===== config.mk =====
export PLATFORM = sky130hd
export DESIGN_NAME = ss_apb_gpio_flat
export DESIGN_NICKNAME = d
export VERILOG_FILES = /design/src/rtl/ss_apb_gpio_pkg.sv /design/src/rtl/ss_apb_gpio_if.sv /design/src/rtl/ss_apb_gpio_sync_edge.sv /design/src/rtl/ss_apb_gpio.sv /design/src/flat_wrapper.sv
export SDC_FILE = /design/constraint.sdc
export NUM_CORES = 1
export LEC_CHECK = 0
export ABC_AREA = 1
export BUFFER_PORTS_ARGS = -buffer_cell sky130_fd_sc_hd__buf_2
export CAP_MARGIN = 40
export CORE_UTILIZATION = 59
export DETAILED_ROUTE_END_ITERATION = 7
export PLACE_DENSITY_LB_ADDON = 0.1
export SLEW_MARGIN = 20
export SYNTH_ARGS = -nofsm -noshare
export SYNTH_HDL_FRONTEND = slang
export SYNTH_SLANG_ARGS = --single-unit

===== constraint.sdc =====
create_clock -name clk_in -period 4.75 [get_ports clk_in]
set_clock_uncertainty 0.1 [all_clocks]
set_input_delay 0.2375 -clock clk_in [delete_from_list [all_inputs] [get_ports clk_in]]
set_output_delay 0.2375 -clock clk_in [all_outputs]
set_load 0.05 [all_outputs]

===== src/rtl/ss_apb_gpio_pkg.sv =====
// Shared constants and decode helper for the APB GPIO subsystem.
// No logic of its own; offsets are byte offsets within the 64-byte window.
// No flow control here; used by the register file decode.
package ss_apb_gpio_pkg;

    localparam int ADDR_DEC_W = 6;

    localparam logic [ADDR_DEC_W-1:0] OFS_OUT    = 6'h00;
    localparam logic [ADDR_DEC_W-1:0] OFS_OE     = 6'h04;
    localparam logic [ADDR_DEC_W-1:0] OFS_IN     = 6'h08;
    localparam logic [ADDR_DEC_W-1:0] OFS_IRQ_EN = 6'h0C;
    localparam logic [ADDR_DEC_W-1:0] OFS_RISE   = 6'h10;
    localparam logic [ADDR_DEC_W-1:0] OFS_FALL   = 6'h14;
    localparam logic [ADDR_DEC_W-1:0] OFS_STATUS = 6'h18;
    localparam logic [ADDR_DEC_W-1:0] OFS_SET    = 6'h1C;
    localparam logic [ADDR_DEC_W-1:0] OFS_CLR    = 6'h20;
    localparam logic [ADDR_DEC_W-1:0] OFS_ID     = 6'h24;

    localparam logic [31:0] ID_VALUE_DEFAULT = 32'h6770_0001;

    // Legal access directions for one register offset.
    typedef struct packed {
        logic rd_ok;
        logic wr_ok;
    } reg_acc_t;

    // Misaligned or unmapped offsets fall to the default: neither direction legal.
    function automatic reg_acc_t decode_acc(input logic [ADDR_DEC_W-1:0] ofs);
        reg_acc_t acc;
        acc = '{rd_ok: 1'b0, wr_ok: 1'b0};
        case (ofs)
            OFS_OUT, OFS_OE, OFS_IRQ_EN,
            OFS_RISE, OFS_FALL, OFS_STATUS: acc = '{rd_ok: 1'b1, wr_ok: 1'b1};
            OFS_IN, OFS_ID:                 acc = '{rd_ok: 1'b1, wr_ok: 1'b0};
            OFS_SET, OFS_CLR:               acc = '{rd_ok: 1'b0, wr_ok: 1'b1};
            default:                        acc = '{rd_ok: 1'b0, wr_ok: 1'b0};
        endcase
        return acc;
    endfunction

endpackage


===== src/rtl/ss_apb_gpio_if.sv =====
// APB3 bus bundle between the subsystem host and the GPIO slave.
// No latency; plain wires.
// Slave never stalls: PREADY is high on every access phase.
interface ss_apb_gpio_if;
    logic [31:0] PADDR;
    logic        PENABLE;
    logic        PSEL;
    logic [31:0] PWDATA;
    logic        PWRITE;
    logic [31:0] PRDATA;
    logic        PREADY;
    logic        PSLVERR;

    modport master (output PADDR, PENABLE, PSEL, PWDATA, PWRITE,
                    input  PRDATA, PREADY, PSLVERR);
    modport slave  (input  PADDR, PENABLE, PSEL, PWDATA, PWRITE,
                    output PRDATA, PREADY, PSLVERR);
endinterface


===== src/rtl/ss_apb_gpio_sync_edge.sv =====
// Input synchroniser chain plus previous-value flop for per-pin edge detection.
// sync_o lags src_i by SYNC_STAGES cycles; rise_o/fall_o are combinational from sync and prev.
// No backpressure; free-running every cycle, independent of subsystem enable.
module gpio_sync_edge #(
    parameter int N_GPIO      = 16,
    parameter int SYNC_STAGES = 2
) (
    input  logic              clk_in,
    input  logic              rst_n_i,
    input  logic [N_GPIO-1:0] src_i,
    output logic [N_GPIO-1:0] sync_o,
    output logic [N_GPIO-1:0] rise_o,
    output logic [N_GPIO-1:0] fall_o
);

    logic [SYNC_STAGES-1:0][N_GPIO-1:0] chain_q;
    logic [N_GPIO-1:0]                  prev_q;

    // Shift the raw pins through the chain; prev always tracks the synchronised value.
    always_ff @(posedge clk_in) begin
        if (!rst_n_i) begin
            chain_q <= '0;
            prev_q  <= '0;
        end else begin
            chain_q <= {chain_q[SYNC_STAGES-2:0], src_i};
            prev_q  <= chain_q[SYNC_STAGES-1];
        end
    end

    assign sync_o = chain_q[SYNC_STAGES-1];
    assign rise_o = sync_o & ~prev_q;
    assign fall_o = ~sync_o & prev_q;

endmodule


===== src/rtl/ss_apb_gpio.sv =====
// APB-slave GPIO subsystem: pin register file, edge-detect status, gated level IRQ.
// Zero-wait APB; PRDATA captured in setup phase; writes commit at end of access phase.
// Never stalls the bus; errored accesses assert PSLVERR and leave all state untouched.
module ss_apb_gpio
    import ss_apb_gpio_pkg::*;
#(
    parameter int          N_GPIO      = 16,
    parameter int          SYNC_STAGES = 2,
    parameter logic [31:0] ID_VALUE    = ID_VALUE_DEFAULT
) (
    input  logic              clk_in,
    input  logic              reset_int,
    ss_apb_gpio_if.slave      apb,
    input  logic              high_speed_clk,
    output logic              irq_3,
    input  logic              irq_en_1,
    input  logic [7:0]        ss_ctrl_1,
    input  logic [N_GPIO-1:0] pmod_gpi,
    output logic [N_GPIO-1:0] pmod_gpo,
    output logic [N_GPIO-1:0] pmod_gpio_oe
);

    logic [N_GPIO-1:0] out_q, oe_q, irq_en_q, rise_en_q, fall_en_q, status_q, status_d;
    logic [31:0]       prdata_q, rd_val;
    logic              pslverr_q, irq_q;
    logic [N_GPIO-1:0] sync_in, rise, fall, w1c, wdata;

    logic [ADDR_DEC_W-1:0] ofs;
    reg_acc_t              acc;
    logic                  setup, access, err, wr_commit, ss_en;

    assign ofs       = apb.PADDR[ADDR_DEC_W-1:0];
    assign acc       = decode_acc(ofs);
    assign err       = apb.PWRITE ? !acc.wr_ok : !acc.rd_ok;
    assign setup     = apb.PSEL && !apb.PENABLE;
    assign access    = apb.PSEL && apb.PENABLE;
    assign wr_commit = access && apb.PWRITE && !err;
    assign wdata     = apb.PWDATA[N_GPIO-1:0];
    assign ss_en     = ss_ctrl_1[0];

    // High-speed clock, reserved control bits and undecoded bus bits are intentionally dropped.
    logic unused_ok;
    assign unused_ok = ^{apb.PADDR[31:ADDR_DEC_W], apb.PWDATA, high_speed_clk, ss_ctrl_1[7:2]};

    gpio_sync_edge #(
        .N_GPIO      (N_GPIO),
        .SYNC_STAGES (SYNC_STAGES)
    ) u_sync_edge (
        .clk_in  (clk_in),
        .rst_n_i (reset_int),
        .src_i   (ss_ctrl_1[1] ? out_q : pmod_gpi),
        .sync_o  (sync_in),
        .rise_o  (rise),
        .fall_o  (fall)
    );

    // Read mux; unreadable offsets return zero.
    always_comb begin
        rd_val = '0;
        case (ofs)
            OFS_OUT:    rd_val = 32'(out_q);
            OFS_OE:     rd_val = 32'(oe_q);
            OFS_IN:     rd_val = 32'(sync_in);
            OFS_IRQ_EN: rd_val = 32'(irq_en_q);
            OFS_RISE:   rd_val = 32'(rise_en_q);
            OFS_FALL:   rd_val = 32'(fall_en_q);
            OFS_STATUS: rd_val = 32'(status_q);
            OFS_ID:     rd_val = ID_VALUE;
            default:    rd_val = '0;
        endcase
    end

    // Pending-edge status: a new edge in the same cycle as a W1C keeps the bit set.
    always_comb begin
        w1c      = (wr_commit && ofs == OFS_STATUS) ? wdata : '0;
        status_d = (status_q & ~w1c) | (((rise & rise_en_q) | (fall & fall_en_q)) & {N_GPIO{ss_en}});
    end

    // Register file, bus response flops and the registered interrupt.
    always_ff @(posedge clk_in) begin
        if (!reset_int) begin
            out_q     <= '0;
            oe_q      <= '0;
            irq_en_q  <= '0;
            rise_en_q <= '0;
            fall_en_q <= '0;
            status_q  <= '0;
            prdata_q  <= '0;
            pslverr_q <= 1'b0;
            irq_q     <= 1'b0;
        end else begin
            if (setup) begin
                prdata_q  <= (!apb.PWRITE && acc.rd_ok) ? rd_val : '0;
                pslverr_q <= err;
            end
            if (wr_commit) begin
                case (ofs)
                    OFS_OUT:    out_q     <= wdata;
                    OFS_OE:     oe_q      <= wdata;
                    OFS_IRQ_EN: irq_en_q  <= wdata;
                    OFS_RISE:   rise_en_q <= wdata;
                    OFS_FALL:   fall_en_q <= wdata;
                    OFS_SET:    out_q     <= out_q | wdata;
                    OFS_CLR:    out_q     <= out_q & ~wdata;
                    default:    ;
                endcase
            end
            status_q <= status_d;
            irq_q    <= irq_en_1 && |(status_q & irq_en_q);
        end
    end

    assign apb.PRDATA  = prdata_q;
    assign apb.PREADY  = access;
    assign apb.PSLVERR = pslverr_q && access;

    assign irq_3        = irq_q;
    assign pmod_gpo     = out_q;
    assign pmod_gpio_oe = oe_q & {N_GPIO{ss_en}};

endmodule

===== src/flat_wrapper.sv =====
// flat-port wrapper written by rule: the top's interface ports become plain ports
module ss_apb_gpio_flat import ss_apb_gpio_pkg::*;
#(
    parameter int          N_GPIO      = 16,
    parameter int          SYNC_STAGES = 2,
    parameter logic [31:0] ID_VALUE    = ID_VALUE_DEFAULT
)
  (clk_in, reset_int, high_speed_clk, irq_3, irq_en_1, ss_ctrl_1, pmod_gpi, pmod_gpo, pmod_gpio_oe, apb_PADDR, apb_PENABLE, apb_PSEL, apb_PWDATA, apb_PWRITE, apb_PRDATA, apb_PREADY, apb_PSLVERR);
  ss_apb_gpio_if apb_i ();
  input  logic clk_in;
  input  logic reset_int;
  input  logic high_speed_clk;
  output logic irq_3;
  input  logic irq_en_1;
  input  logic [7:0] ss_ctrl_1;
  input  logic [N_GPIO-1:0] pmod_gpi;
  output logic [N_GPIO-1:0] pmod_gpo;
  output logic [N_GPIO-1:0] pmod_gpio_oe;
  input wire logic [$bits(apb_i.PADDR)-1:0] apb_PADDR;
  input wire logic [$bits(apb_i.PENABLE)-1:0] apb_PENABLE;
  input wire logic [$bits(apb_i.PSEL)-1:0] apb_PSEL;
  input wire logic [$bits(apb_i.PWDATA)-1:0] apb_PWDATA;
  input wire logic [$bits(apb_i.PWRITE)-1:0] apb_PWRITE;
  output wire logic [$bits(apb_i.PRDATA)-1:0] apb_PRDATA;
  output wire logic [$bits(apb_i.PREADY)-1:0] apb_PREADY;
  output wire logic [$bits(apb_i.PSLVERR)-1:0] apb_PSLVERR;
  assign apb_i.PADDR = apb_PADDR;
  assign apb_i.PENABLE = apb_PENABLE;
  assign apb_i.PSEL = apb_PSEL;
  assign apb_i.PWDATA = apb_PWDATA;
  assign apb_i.PWRITE = apb_PWRITE;
  assign apb_PRDATA = apb_i.PRDATA;
  assign apb_PREADY = apb_i.PREADY;
  assign apb_PSLVERR = apb_i.PSLVERR;
  ss_apb_gpio #(.N_GPIO(N_GPIO), .SYNC_STAGES(SYNC_STAGES), .ID_VALUE(ID_VALUE)) u_core (.clk_in(clk_in), .reset_int(reset_int), .apb(apb_i), .high_speed_clk(high_speed_clk), .irq_3(irq_3), .irq_en_1(irq_en_1), .ss_ctrl_1(ss_ctrl_1), .pmod_gpi(pmod_gpi), .pmod_gpo(pmod_gpo), .pmod_gpio_oe(pmod_gpio_oe));
endmodule

Word-level counts from Yosys, hierarchy flattened
Index checks and enable logic that the tools add are counted.
{"block": "word_totals", "register_bits": 178, "in_bits": 95, "output_inout_bits": 67, "word_cells": 68}
{"block": "classes", "n_eq_ne": 9, "n_mux": 7, "n_bitwise": 16, "n_reduce_logical": 24}
{"op": "$pmux 31 s8", "count": 1}
{"op": "$and 16x16->16", "count": 9}
{"op": "$not 16->16", "count": 4}
{"op": "$or 16x16->16", "count": 3}
{"op": "$pmux 16 s3", "count": 1}
{"op": "$mux 16", "count": 2}
{"op": "$mux 31", "count": 1}
{"op": "$eq 6x5->1 const B", "count": 4}
{"op": "$reduce_or 16->1", "count": 1}
{"op": "$eq 6x4->1 const B", "count": 2}
{"op": "$eq 6x6->1 const B", "count": 2}
{"op": "$reduce_and 2->1", "count": 5}
{"op": "$logic_and 1x1->1", "count": 8}
{"op": "$eq 6x3->1 const B", "count": 1}
{"op": "$logic_not 6->1", "count": 1}
{"op": "$pmux 2 s3", "count": 1}
{"op": "$reduce_or 6->1", "count": 1}
{"op": "$logic_not 1->1", "count": 5}
{"op": "$reduce_or 2->1", "count": 2}
{"op": "$reduce_bool 3->1", "count": 1}
{"op": "$mux 1", "count": 1}

Depth between registers and ports, before layout
{"block": "logic_depth", "word_depth": 12, "depth_mapped": 12, "mapped_depth_nobuf": 11}

Modules after synthesis
A second synthesis with hierarchy kept.
{"block": "hier_totals", "hier_cells": 1126, "area_unflattened_um2": 7855.0}
{"mod": "ss_apb_gpio", "instances": 1, "cells_each": 897, "area_per_inst_um2": 6133.4, "seq_area_each_um2": 2302.2}
{"mod": "gpio_sync_edge", "instances": 1, "cells_each": 229, "area_per_inst_um2": 1721.7, "seq_area_each_um2": 960.9}

Worst setup path before layout
No wires, ideal clock.
{"block": "synth_path", "kind": "input -> register", "start": "in apb_PADDR[2]", "end": "reg u_core.out_q[15], in the netlist u_core.pmod_gpo[15]", "arrival_time_ns": 1.622, "required_ns": 4.518, "slack_ns": 2.896, "cell_stages": 9, "path_buffers": 1, "path_cell_list": "nor2_1 -> nand3_4 -> nand2_2 -> nor2_2 -> nor3_4 -> nand2_4 -> buf_6 -> nand2_1 -> a21oi_1"}
{"block": "synth_between", "elab_chain_cells": 8, "elab_cells_between_ends": 22, "cone_classes": "9 x eq/ne; 3 x mux; 10 x reduce/logical"}
{"item": "from (decl)", "line_no": "flat_wrapper.sv:19", "text": "input wire logic [$bits(apb_i.PADDR)-1:0] apb_PADDR;"}
{"item": "$eq 6x3->1, or another cell as far along", "line_no": "ss_apb_gpio_pkg.sv:31", "text": "case (ofs)"}
{"item": "$reduce_or 6->1 or $reduce_or 2->1 (tied branches)", "line_no": "ss_apb_gpio_pkg.sv:31"}
{"item": "$pmux 2 s3", "line_no": "ss_apb_gpio_pkg.sv:31"}
{"item": "$logic_not 1->1", "line_no": "ss_apb_gpio.sv:34", "text": "assign err = apb.PWRITE ? !acc.wr_ok : !acc.rd_ok;"}
{"item": "$mux 1", "line_no": "ss_apb_gpio.sv:34"}
{"item": "$logic_not 1->1", "line_no": "ss_apb_gpio.sv:37", "text": "assign wr_commit = access && apb.PWRITE && !err;"}
{"item": "$logic_and 1x1->1", "line_no": "ss_apb_gpio.sv:37"}
{"item": "$reduce_and 2->1 (no source line)"}
{"item": "to (signal assigned)", "line_no": "ss_apb_gpio.sv:98", "text": "OFS_OUT: out_q <= wdata;"}
{"item": "to (signal assigned)", "line_no": "ss_apb_gpio.sv:103", "text": "OFS_SET: out_q <= out_q | wdata;"}
{"item": "to (signal assigned)", "line_no": "ss_apb_gpio.sv:104", "text": "OFS_CLR: out_q <= out_q & ~wdata;"}
{"item": "to (decl)", "line_no": "ss_apb_gpio.sv:23", "text": "logic [N_GPIO-1:0] out_q, oe_q, irq_en_q, rise_en_q, fall_en_q, status_q, status_d;"}
Several ways; a longest one is shown, not always the timed one.
A chain may end at the register's enable or synchronous reset.

Worst setup path in the final report
{"block": "layout_path", "start": "in apb_PADDR[1]", "end": "reg u_core.fall_en_q[3]"}
{"block": "layout_between", "elab_chain_cells": 8, "elab_cells_between_ends": 20, "cone_classes": "9 x eq/ne; 2 x mux; 9 x reduce/logical"}
{"item": "$eq 6x3->1, or another cell as far along", "line_no": "ss_apb_gpio_pkg.sv:31"}
{"item": "$reduce_or 6->1 or $reduce_or 2->1 (tied branches)", "line_no": "ss_apb_gpio_pkg.sv:31"}
{"item": "$pmux 2 s3", "line_no": "ss_apb_gpio_pkg.sv:31"}
{"item": "$logic_not 1->1", "line_no": "ss_apb_gpio.sv:34"}
{"item": "$mux 1", "line_no": "ss_apb_gpio.sv:34"}
{"item": "$logic_not 1->1", "line_no": "ss_apb_gpio.sv:37"}
{"item": "$logic_and 1x1->1", "line_no": "ss_apb_gpio.sv:37"}
{"item": "$reduce_and 2->1 (no source line) (*)"}
{"item": "to (signal assigned)", "line_no": "ss_apb_gpio.sv:102", "text": "OFS_FALL: fall_en_q <= wdata;"}
{"item": "to (decl)", "line_no": "ss_apb_gpio.sv:23"}
Every way passes the cells marked *; elsewhere a longest branch is shown, timed or not.

==> flow_summary.ini <==
[floorplanning]
initial_core_util_pct = 60.6
ios = 162
dieArea_um2 = 13400
die_width_um = 116
coreArea_um2 = 12600
rows = 41
die_y_um = 116

[clocking]
numCtsBuffers = 17
clkLatencyLatePin_ns = 0.43
clkTransAtPathRegs_ns = 0.06
cts-resized-gates = 0
cts_root_buffer = clkbuf_16
cts_setup_buffers = 0
cts_hold_buffers = 10
clock-sinks = 163
cts_tree = done
cts_max_path_buffers = 2
htreeDepth = 4

[route]
drt_iter0_markers = 776
wl_per_cell_um = 15.7
vias = 7578
antenna_left = 0
wirelength_um = 21500
via_per_inst = 5.55
drc = 0
drt_pre_antenna_iters = 5

[synth]
seq_area_frac_synth_pct = 42.6
synth.area.top_cells = dfxtp_1 43%, nand2_1 15%, a21oi_1 9.0%, inv_1 5.4%, nand3_1 5.4%
synth_top_area_share_pct = 42.6
syn-instance-count = 1118
ys_warn_count = 0
synth_area_per_cell_um2 = 6.85
yosysTopAreaCell = dfxtp_1
ys_ff_latch = 163
netlist_area_um2 = 7650
synth_cell_type_count = 32

[global_routing]
grt_pass1_wl_um = 33900
antenna_found_initial = 0
grt.overflow.total = 0
grt_pass1_vias = 6600
grt_util_all_layers_pct = 33.4
grt_max_degree = 67

[critical_path]
ff2ff_setup_slack_ns = 3.30
startpoint_type = input port
timing.rr.start = u_core.pmod_gpo[15]$_SDFFE_PN0P_
ff2ff_path_depth = 6
crit_required_ns = 5.01
worstSetupEndpoint = u_core.fall_en_q[3]$_SDFFE_PN0P_
cp_slowest_stage_delay_ns = 0.47
end_kind = flip-flop
cp_max_fo = 24
startpoint = apb_PADDR[1]
path_class = input port to flip-flop
r2r-end = u_core.apb.PRDATA[15]$_SDFFE_PN0P_
critPathSlowestCell = nand4_1
arrival_ns = 2.95
path_cells = buf_2 -> nor2_4 -> nand3_2 -> nand2_2 -> nor2_2 -> nor2_4 -> nand4_1 -> buf_4 -> nand2_1 -> nand2_1 -> nor2_1

[power_and_ir_drop]
power.leakage_nw = 3.94
ir_drop_mv = 0.200
power_mw = 3.01
p_per_area_nw_per_um2 = 342

[layout]
layout.nets = 1277
fill_cells = 1113
seqCellArea_um2 = 3260
drive_gt1_share_pct = 13.7
antenna_cells = 0
synthToLayoutAreaGrowth_pct = 14.9
multi_input_comb_area_um2 = 3520
layout_common_cells = 314 x nand2_1, 163 x dfxtp_1, 137 x a21oi_1, 110 x inv_1, 104 x buf_2
final_cells = 1366
layout_commonest_cell = nand2_1

[outcome]
outcome = finished clean

[sta]
post-route-period-util_pct = 56.5
tightest_slew_ns = 0.794
slew_violations = 0
clock.fmax_mhz = 373
setup_viol = 0
maxSlewHeadroom_pct = 47.1
setup_tns_ns = 0
rsz0062_at_grt = false
hold_violations = 0
finalCriticalPeriod_ns = 2.68

[min_path]
worst_hold_path_type = input port to flip-flop
hp-start = pmod_gpi[1]

[place]
portBuffers = 104
place_inst = 1325
place.gp.congestion = 0.838
dpl.hpwl_um = 13900

[job]
cap_violations = 0
## state kept, by name, summed over array words and instances, names as in the netlist
register,count
u_core.status_q,16
u_core.u_sync_edge.prev_q,16
u_core.oe_q,16
u_core.u_sync_edge.chain_q,16
u_core.apb.PRDATA,17
u_core.u_sync_edge.sync_o,16
u_core.fall_en_q,16
u_core.irq_en_q,16
u_core.rise_en_q,16
u_core.irq_3,1
u_core.pslverr_q,1
u_core.pmod_gpo,16
## cells in the mapped netlist, drive strengths merged
master	count
a22oi	9
o31ai	5
a31oi	2
conb	1
nor2	85
nand3b	8
buf	45
clkinv	2
nor3	3
clkbuf	40
a21oi	137
o22ai	7
a221oi	2
o211ai	4
a22o	1
dfxtp	163
inv	114
o21ai	62
nand2	320
nand3	85
nand4	23
## per-stage QoR
step	utilization (%)	instance area [um2]	hold slack (ns)	setup slack [ns]
floorplan	-	7680	0.254	2.90
global placement	63.4	8000	0.292	1.77
detailed placement	64.0	8080	0.297	1.72
CTS	69.7	8790	0.00569	2.13
global route	69.7	8790	0.0227	1.86
finish	69.7	8790	0.0123	2.07
## kinds of logic (layout without fill, tap and decap cells)
kind of cell	Yosys count	in the layout	share of synthesized area [%]
AND/OR/NAND/NOR	524	524	29.8
AO/OA/AOI/OAI	229	229	15.9
buffers and inverters	201	270	11.7
flip-flops	163	163	42.6
other	1	8	0.0490
## layout make-up
class | instances | area share, %
tap | 172 | 2.45
timing repair buffer | 123 | 8.43
sequential | 163 | 37.1
clock buffer | 23 | 5.55
clock inverter | 8 | 1.41
inverter | 116 | 4.95
multi-input combinational | 761 | 40.1
## metal layers
layer	wire length (um)	part of all wire [%]	vias to the layer above	track usage (%)
li1	-	-	3719	-
met1	9400	44	3431	46.5
met2	9400	44	394	50.2
met3	2260	11	34	8.16
met4	429	2.0	0	12.1
met5	0	0	-	0
## worst max-delay path: cells and delay by family
kind	cells	cell delay (ns)
buffers and inverters	2	0.52
AND/OR/NAND/NOR	9	2.16
## where the power goes
part / internal (mW) / switching, mW
logic: 0.0468 / 0.139
clock network: 0.880 / 0.543
registers: 1.39 / 0.0114
## how the worst min path moves through the flow
stage	cells past startpoint	endpoint
after floorplan	2	u_core.irq_3$_SDFF_PN0_
after global placement	2	u_core.u_sync_edge.sync_o[11]$_SDFF_PN0_
after detailed placement	2	u_core.u_sync_edge.sync_o[10]$_SDFF_PN0_
after CTS	3	u_core.u_sync_edge.chain_q[1]$_SDFF_PN0_
after global routing	3	u_core.u_sync_edge.chain_q[13]$_SDFF_PN0_
final	3	u_core.u_sync_edge.chain_q[1]$_SDFF_PN0_
No activity file was read; power rests on OpenSTA's default activity.
